<file path="src/rtl/uart_pkg.sv">
// Shared definitions for the parametrised UART blocks.
// Contents:
//   uart_state_t   receiver state encoding (3-bit)
//   CLK_HZ, BAUD   default system clock and line rate
//   PAR_EVEN/ODD   parity-mode encodings
//   calc_clk_div   rounds clk_hz / (baud * oversample) to the nearest integer
package uart_pkg;

  typedef enum logic [2:0] {
    IDLE   = 3'd0,
    START  = 3'd1,
    DATA   = 3'd2,
    PARITY = 3'd3,
    STOP   = 3'd4
  } uart_state_t;

  localparam int unsigned CLK_HZ         = 50_000_000;
  localparam int unsigned BAUD           = 115200;
  localparam int unsigned DEF_OVERSAMPLE = 16;

  localparam logic PAR_EVEN = 1'b0;
  localparam logic PAR_ODD  = 1'b1;

  function automatic int unsigned calc_clk_div(input int unsigned clk_hz,
                                               input int unsigned baud,
                                               input int unsigned oversample);
    int unsigned rate;
    rate = baud * oversample;
    return (clk_hz + rate / 2) / rate;
  endfunction

endpackage

</file>
<file path="src/rtl/uart_baud_tick.sv">
// Oversample tick generator.
// Ports:
//   clk    system clock
//   n_rst  asynchronous active-low reset
//   en     count enable; low holds the divider at 0
//   tick   one-clk pulse when the divider reaches CLK_DIV-1
module uart_baud_tick
  import uart_pkg::*;
#(
  parameter int unsigned CLK_DIV = calc_clk_div(CLK_HZ, BAUD, DEF_OVERSAMPLE)
) (
  input  logic clk,
  input  logic n_rst,
  input  logic en,
  output logic tick
);

  localparam int unsigned CW = (CLK_DIV > 1) ? $clog2(CLK_DIV) : 1;
  localparam logic [CW-1:0] LAST = CW'(CLK_DIV - 1);

  logic [CW-1:0] cnt;

  always_ff @(posedge clk or negedge n_rst) begin
    if (!n_rst) begin
      cnt <= '0;
    end else if (!en || cnt == LAST) begin
      cnt <= '0;
    end else begin
      cnt <= cnt + 1'b1;
    end
  end

  // With CLK_DIV = 1 the counter sits at 0 = LAST, so tick follows en.
  assign tick = en && (cnt == LAST);

endmodule

</file>
<file path="src/rtl/uart_rx_param.sv">
// Parametrised UART receiver: 2-FF input synchroniser, oversampled mid-bit
// sampling, false-start rejection, parity and framing error reporting.
// Ports:
//   clk         system clock
//   n_rst       asynchronous active-low reset
//   rx_en       receiver enable; low aborts any frame and clears the divider
//   rxd         asynchronous serial input, idle high
//   rx_data     last received word (LSB first on the line)
//   rx_valid    one-clk pulse per completed frame
//   parity_err  parity mismatch, qualified by rx_valid
//   frame_err   a stop bit sampled low, qualified by rx_valid
//   busy        receiver not in IDLE
module uart_rx_param
  import uart_pkg::*;
#(
  parameter int unsigned CLK_DIV    = 27,
  parameter int unsigned OVERSAMPLE = 16,
  parameter int unsigned DATA_BITS  = 8,
  parameter bit          PARITY_EN  = 1'b0,
  parameter bit          PARITY_ODD = 1'b0,
  parameter int unsigned STOP_BITS  = 1
) (
  input  logic                 clk,
  input  logic                 n_rst,
  input  logic                 rx_en,
  input  logic                 rxd,
  output logic [DATA_BITS-1:0] rx_data,
  output logic                 rx_valid,
  output logic                 parity_err,
  output logic                 frame_err,
  output logic                 busy
);

  localparam int unsigned SW = $clog2(OVERSAMPLE);
  localparam logic [SW-1:0] S_MID = SW'(OVERSAMPLE / 2 - 1);
  localparam logic [SW-1:0] S_END = SW'(OVERSAMPLE - 1);
  localparam int unsigned BW = $clog2(DATA_BITS + 1);
  localparam logic [BW-1:0] B_DATA_LAST = BW'(DATA_BITS - 1);
  localparam logic [BW-1:0] B_STOP_LAST = BW'(STOP_BITS - 1);
  localparam logic PAR_EXPECT = PARITY_ODD ? PAR_ODD : PAR_EVEN;

  logic rxd_m, rxd_s;
  logic tick;

  uart_state_t          state;
  logic [SW-1:0]        scnt;
  logic [BW-1:0]        bcnt;
  logic [DATA_BITS-1:0] shreg;
  logic                 par_acc;
  logic                 par_flag;
  logic                 frm_flag;

  always_ff @(posedge clk or negedge n_rst) begin
    if (!n_rst) begin
      rxd_m <= 1'b1;
      rxd_s <= 1'b1;
    end else begin
      rxd_m <= rxd;
      rxd_s <= rxd_m;
    end
  end

  uart_baud_tick #(.CLK_DIV(CLK_DIV)) u_baud_tick (
    .clk   (clk),
    .n_rst (n_rst),
    .en    (rx_en),
    .tick  (tick)
  );

  always_ff @(posedge clk or negedge n_rst) begin
    if (!n_rst) begin
      state      <= IDLE;
      scnt       <= '0;
      bcnt       <= '0;
      shreg      <= '0;
      par_acc    <= 1'b0;
      par_flag   <= 1'b0;
      frm_flag   <= 1'b0;
      rx_data    <= '0;
      rx_valid   <= 1'b0;
      parity_err <= 1'b0;
      frame_err  <= 1'b0;
    end else begin
      rx_valid <= 1'b0;
      if (!rx_en) begin
        // Abort: outputs keep the last frame's values, in-flight flags drop.
        state    <= IDLE;
        scnt     <= '0;
        bcnt     <= '0;
        par_acc  <= 1'b0;
        par_flag <= 1'b0;
        frm_flag <= 1'b0;
      end else if (tick) begin
        case (state)
          IDLE: begin
            if (!rxd_s) begin
              state <= START;
              scnt  <= '0;
            end
          end
          START: begin
            if (scnt == S_MID) begin
              scnt <= '0;
              if (rxd_s) begin
                state <= IDLE;
              end else begin
                state    <= DATA;
                bcnt     <= '0;
                par_acc  <= 1'b0;
                par_flag <= 1'b0;
                frm_flag <= 1'b0;
              end
            end else begin
              scnt <= scnt + 1'b1;
            end
          end
          DATA: begin
            if (scnt == S_END) begin
              scnt    <= '0;
              shreg   <= {rxd_s, shreg[DATA_BITS-1:1]};
              par_acc <= par_acc ^ rxd_s;
              if (bcnt == B_DATA_LAST) begin
                bcnt  <= '0;
                state <= PARITY_EN ? PARITY : STOP;
              end else begin
                bcnt <= bcnt + 1'b1;
              end
            end else begin
              scnt <= scnt + 1'b1;
            end
          end
          PARITY: begin
            if (scnt == S_END) begin
              scnt     <= '0;
              par_flag <= (par_acc ^ rxd_s) != PAR_EXPECT;
              state    <= STOP;
            end else begin
              scnt <= scnt + 1'b1;
            end
          end
          STOP: begin
            if (scnt == S_END) begin
              scnt <= '0;
              if (bcnt == B_STOP_LAST) begin
                // Last stop sample folds straight into the published flag.
                bcnt       <= '0;
                state      <= IDLE;
                rx_valid   <= 1'b1;
                rx_data    <= shreg;
                parity_err <= par_flag;
                frame_err  <= frm_flag | ~rxd_s;
                par_flag   <= 1'b0;
                frm_flag   <= 1'b0;
              end else begin
                bcnt     <= bcnt + 1'b1;
                frm_flag <= frm_flag | ~rxd_s;
              end
            end else begin
              scnt <= scnt + 1'b1;
            end
          end
          default: state <= IDLE;
        endcase
      end
    end
  end

  assign busy = (state != IDLE);

endmodule

</file>
<file path="config.mk">
export PLATFORM = sky130hd
export DESIGN_NAME = uart_rx_param
export DESIGN_NICKNAME = d
export VERILOG_FILES = /design/src/rtl/uart_pkg.sv /design/src/rtl/uart_baud_tick.sv /design/src/rtl/uart_rx_param.sv
export SDC_FILE = /design/constraint.sdc
export NUM_CORES = 1
export LEC_CHECK = 0
export CORE_MARGIN = 2
export CORE_UTILIZATION = 46
export CTS_CLUSTER_DIAMETER = 80
export DETAILED_ROUTE_END_ITERATION = 8
export HOLD_SLACK_MARGIN = 0.12
export PLACE_DENSITY = 0.69
export SETUP_SLACK_MARGIN = 0.15
export SYNTH_ARGS = -nofsm -noshare
export SYNTH_HDL_FRONTEND = slang
export SYNTH_SLANG_ARGS = --single-unit
</file>
<file path="constraint.sdc">
create_clock -name clk -period 2.7 [get_ports clk]
set_clock_uncertainty 0.15 [all_clocks]
set_input_delay 0.405 -clock clk [delete_from_list [all_inputs] [get_ports clk]]
set_output_delay 0.405 -clock clk [all_outputs]
set_load 0.05 [all_outputs]
</file>
# Word level (Yosys, flattened, before mapping)
# Cells that the tools add are included.
# totals
register_bits,40
in_bits,4
output_inout_bits,12
wordCells,104
# classes
n_addsub,3
n_eq_ne,22
mux,47
bitwise_logic,3
n_reduce_logical,15
# op_table
op,n
4-bit two-way mux,12
3-bit two-way mux,9
3-bit != test (second input constant),8
4-bit one-hot mux with 3 select lines,2
1-bit two-way mux,18
3-bit one-hot mux with 5 select lines,1
5-bit AND reduction,3
4-bit by 1-bit adder with 4-bit output (second input constant),2
4-bit by 3-bit equality test with 1-bit output (second input constant),2
4-bit by 1-bit != test with 1-bit output (second input constant),2
8-bit AND reduction,1
7-bit AND reduction,1
3-bit by 2-bit equality test with 1-bit output (second input constant),2
3-bit by 1-bit != test with 1-bit output (second input constant),2
6-bit AND reduction,1
5-bit by 1-bit adder with 5-bit output (second input constant),1
5-bit equality test (second input constant),1
5-bit two-way mux,1
4-bit equality test (second input constant),1
4-bit logical NOT,1
4-bit by 2-bit != test with 1-bit output (second input constant),1
1-bit one-hot mux with 2 select lines,2
4-bit AND reduction,1
3-bit by 1-bit equality test with 1-bit output (second input constant),1
14 further kinds,14

# Longest topological paths before layout
# depth
ltp_word,7
ltp_mapped,8
depth_no_buf,7

# Hierarchy
# From an unflattened synthesis, not the netlist that was laid out.
# unflattened
hier_cells,192
hier_area_um2,2117.0
# modules_own_cells
mod,instances,cells_per_inst,area_per_inst_um2,seq_area_each_um2
uart_rx_param,1,169,1841.8,878.3
uart_baud_tick,1,23,275.3,125.1

# Least setup slack after synthesis
# Ideal clock, no wire load.
# synth_timing
path_type,flip-flop to flip-flop
from,reg scnt[0]
to,reg parity_err
setup_time_ns,0.128
arrival_time_ns,1.718
t_required_ns,2.422
setup_slack_ns,0.705
path_stages_with_launch,7
n_path_buf,1
period_less_slack_ns,1.995
path_cell_list,dfrtp_1 ha_1 nand3_4 or2_1 nor3_2 buf_4 mux2_1
# synth_via
elab_chain_cells,2
# synth_rtl
item,line_no,text
"start, declared",uart_rx_param.sv:46,logic [SW-1:0] scnt;
"start signal, assigned",uart_rx_param.sv:114,scnt <= scnt + 1'b1;
"start signal, assigned",uart_rx_param.sv:129,scnt <= scnt + 1'b1;
"start signal, assigned",uart_rx_param.sv:138,scnt <= scnt + 1'b1;
4-bit equality test,uart_rx_param.sv:142,if (scnt == S_END) begin
5-bit AND reduction (no source line),n/a,
"end signal, assigned",uart_rx_param.sv:150,parity_err <= par_flag;
"end, declared",uart_rx_param.sv:29,"output logic parity_err,"
# No other way between the ends.
# A chain may end at the register's enable or synchronous reset.

# Final worst setup path
# layout_timing
from,reg state[1]
to,out busy
# layout_via
elab_chain_cells,1
# layout_rtl
item,line_no,text
"start, declared",uart_rx_param.sv:45,uart_state_t state;
"start signal, assigned",uart_rx_param.sv:124,state <= PARITY_EN ? PARITY : STOP;
3-bit nonzero test,uart_rx_param.sv:168,assign busy = (state != IDLE);
"end, declared",uart_rx_param.sv:31,output logic busy
# No other way between the ends.

==> metrics.md <==
| Metric | Value |
|---|---|
| Outcome | finished clean |
| VDD IR max | between 0.3 and 0.4 mV |
| Seq cells post-synth | 40 |
| Post-synth cell types | 52 |
| CP arrival | around 1.8 ns |
| Site row count | 24 |
| Vias in the first global route | 1457 |
| Initial Utilization | 47.7% |
| DIE HEIGHT | between 70 and 80 um |
| Total power draw | 1.63 mW |
| Die Area | ~5000 um2 |
| Family with the most delay on the worst path | flip-flops |
| First-pass GRT wire length | ~7000 um |
| Initial antenna violation count | 0 |
| Crit end category | output port |
| Via count | 1433 |
| H-tree lvl count | 2 |
| MaxCap Viol Count | 0 |
| CP Launch Point | state[1] |
| Drt initial violations | 99 |
| R2r setup slk | between 0.5 and 0.6 ns |
| EDFF count, synth | 0 |
| Final setup vio count | 0 |
| FF-to-FF Start | u_baud_tick.cnt[0] |
| Fmax | around 0.43 GHz |
| Dominant synthesized flop cell | dfrtp_1 |
| Slowest CP cell | dfrtp_1 |
| Register area share after synthesis | roughly half |
| Leakage | ~1.1 nW |
| GR Layer Usage met3 | about 4.7% |
| Met1 usage in global routing | 24.5% |
| R2r worst-path depth | 7 |
| Finished Layout Cells | 258 |
| Fin crit period | 2.32 ns |
| Nets | between 200 and 250 |
| Setup Buffers After CTS | 0 |
| Cell Area, Synth | 2060 um2 |
| Power per cell area | approximately 680 nW/um2 |
| TNS Setup | 0 ns |
| CTS tree | built |
| Most frequent cells in the layout | 38 x dfrtp_1, 14 x nand2_1, 14 x nor2_1 |
| Worst Path Buf+Inv | 1 |
| M2 GR Usage | about 28% |
| Actual slew at the worst max-slew pin | roughly 0.87 ns |
| Drt pass-1 iters | 4 |
| Area Growth Syn to Fin | 16.7% |
| Congestion Overflow GR | 0 |
| Clock Pin Slew Worst Setup and Hold Paths | approximately 0.070 ns |
| Syn. warnings | 0 |
| Final WL | 3960 um |
| Synth async-reset ratio | 100% |
| Worst setup path class | reg2out |
| IO Port Bufs | 15 |
| DRT antenna net count | 0 |
| WP depth | 2 |
| Max_slew headroom | 42.1% |
| Routability cong. | between 0.9 and 1 |
| Drt via density | roughly 5.6 |
| Final core utilization | approximately 56% |
| CTS Root Cell | clkbuf_8 |
| Worst-Skew Late Latency | 0.30 ns |
| Die W | slightly above 70 um |
| Final period util | 85.9% |
| Ports | 16 |
| Max FO, Critical Path | 15 |
| Setup crit end | busy |
| Commonest non-fill, non-tap cell in the layout | dfrtp_1 |
| Worst EP required | between 2 and 2.5 ns |
| # diodes | 0 |
| Layout cell share with drive strength beyond 1 | around 17% |
| Crit Reg-Reg Endpoint | rx_data[4] |
| Max clock buf depth | 2 |
| Final Max Tran Viols | 0 |
| Drt wl/cell | 15.4 um |
| Mean Syn Cell Area | about 11 um2 |
| Worst hold path type | reg2reg |
| Total GRT Usage | approximately 18% |
| Unrepaired setup endpoints after global routing | no |
| Remaining DRCs | 0 |
| Synthesized instance count | around 180 |
| Num CTS Buffers | 5 |
| Crit path largest cell delay | roughly 0.53 ns |
| Largest net degree at the start of global routing | roughly 40 |
| Final Hold Viols | 0 |
| Crit path cell chain | or3_1 > dlygate4sd2_1 |
| Critical Path Source Type | flip-flop |
| GR peak layer | met2 |
| Core Area | between 4000 and 5000 um2 |
| Syn nets | around 190 |
| CTS Sinks | 40 |
| Placed cell count | ~250 |
| Post-DP HPWL | between 2000 and 3000 um |
per-stage QoR:
stage	instance area (um2)	setup WS (ns)	hold WS (ns)
after global placement	2260	0.249	0.197
after detailed placement	2260	0.187	0.198
final	2410	0.382	0.208
after CTS	2410	0.386	0.209
after global routing	2410	0.291	0.211
after floorplan	2060	0.705	-0.0406
cell type report:
cell class / instances / area [um2]
fillers: 382 / 1920
flip-flops and latches: 40 / 1000
multi-input cells: 130 / 991
repair buffers: 20 / 184
clock buffers: 6 / 72.6
well taps: 52 / 65.1
clock inverters: 2 / 60.1
inverters: 8 / 30.0
how the worst min path moves through the flow:
| stage | endpoint | cells past startpoint | slack, ns | startpoint |
|---|---|---|---|---|
| after floorplan | bcnt[0] | 0 | -0.04 | n_rst |
| after global placement | rxd_s | 0 | 0.20 | rxd_m |
| after detailed placement | rxd_s | 0 | 0.20 | rxd_m |
| after CTS | rxd_s | 0 | 0.21 | rxd_m |
| after global routing | rxd_s | 0 | 0.21 | rxd_m |
| final | rxd_s | 0 | 0.21 | rxd_m |
Yosys cell counts, types with 2 or more instances:
cell      count  area (um2)
ha_1          5        62.6
and2b_1       2        15.0
o21ai_0       5        25.0
nand3_1       7        35.0
and3_1        3        18.8
dfrtp_1      38         951
nand4_1       3        18.8
nand2_1      14        52.6
mux2_1       12         135
and2_1        2        12.5
xor2_1        3        26.3
nor4b_1       2        17.5
inv_1         8        30.0
buf_4         5        37.5
o21ai_1       2        10.0
dfstp_2       2        52.6
xnor2_1       2        17.5
nor2_1       14        52.6
a31oi_1       3        18.8
nand3b_1      3        22.5
a21boi_0      2        15.0
nand2b_1      5        31.3
a21o_1        2        15.0
a21oi_1       2        10.0
o21ai_2       2        17.5
mux2_2        9         101
registers in the layout (all words and copies together) (netlist names):
register	flops
bcnt	4
scnt	4
shreg	8
frm_flag	1
rx_data	8
par_flag	1
rx_valid	1
par_acc	1
u_baud_tick.cnt	5
rxd_s	1
rxd_m	1
state	3
frame_err	1
parity_err	1
layer usage:
| layer | vias to the layer above | wire length (um) |
|---|---|---|
| li1 | 692 | - |
| met1 | 699 | 1910 |
| met2 | 31 | 1820 |
| met3 | 11 | 144 |
| met4 | 0 | 85 |
| met5 | - | 0 |
where the power goes:
group | total, mW | internal, mW | switching, mW
logic | 0.344 | 0.139 | 0.205
registers | 0.703 | 0.637 | 0.0652
clock network | 0.580 | 0.369 | 0.210
what timing repair did:
item	in CTS	in global routing
gates resized for setup	1	0
hold buffers	1	0
setup endpoints to repair	1	0
endpoints found under the hold margin	38	0
cell families (layout without fill, tap and decap cells):
| group | after synthesis | in the layout | synth area share (%) |
|---|---|---|---|
| AO/OA/AOI/OAI | 29 | 29 | 10.9 |
| adder cells (fa/ha/maj) | 5 | 5 | 3.03 |
| AND/OR/NAND/NOR | 69 | 69 | 20.1 |
| multiplexers | 22 | 22 | 12.0 |
| buffers and inverters | 13 | 36 | 3.28 |
| flip-flops | 40 | 40 | 48.7 |
| XOR/XNOR | 5 | 5 | 2.12 |
Note: power is estimated with default switching activity, not from simulation.
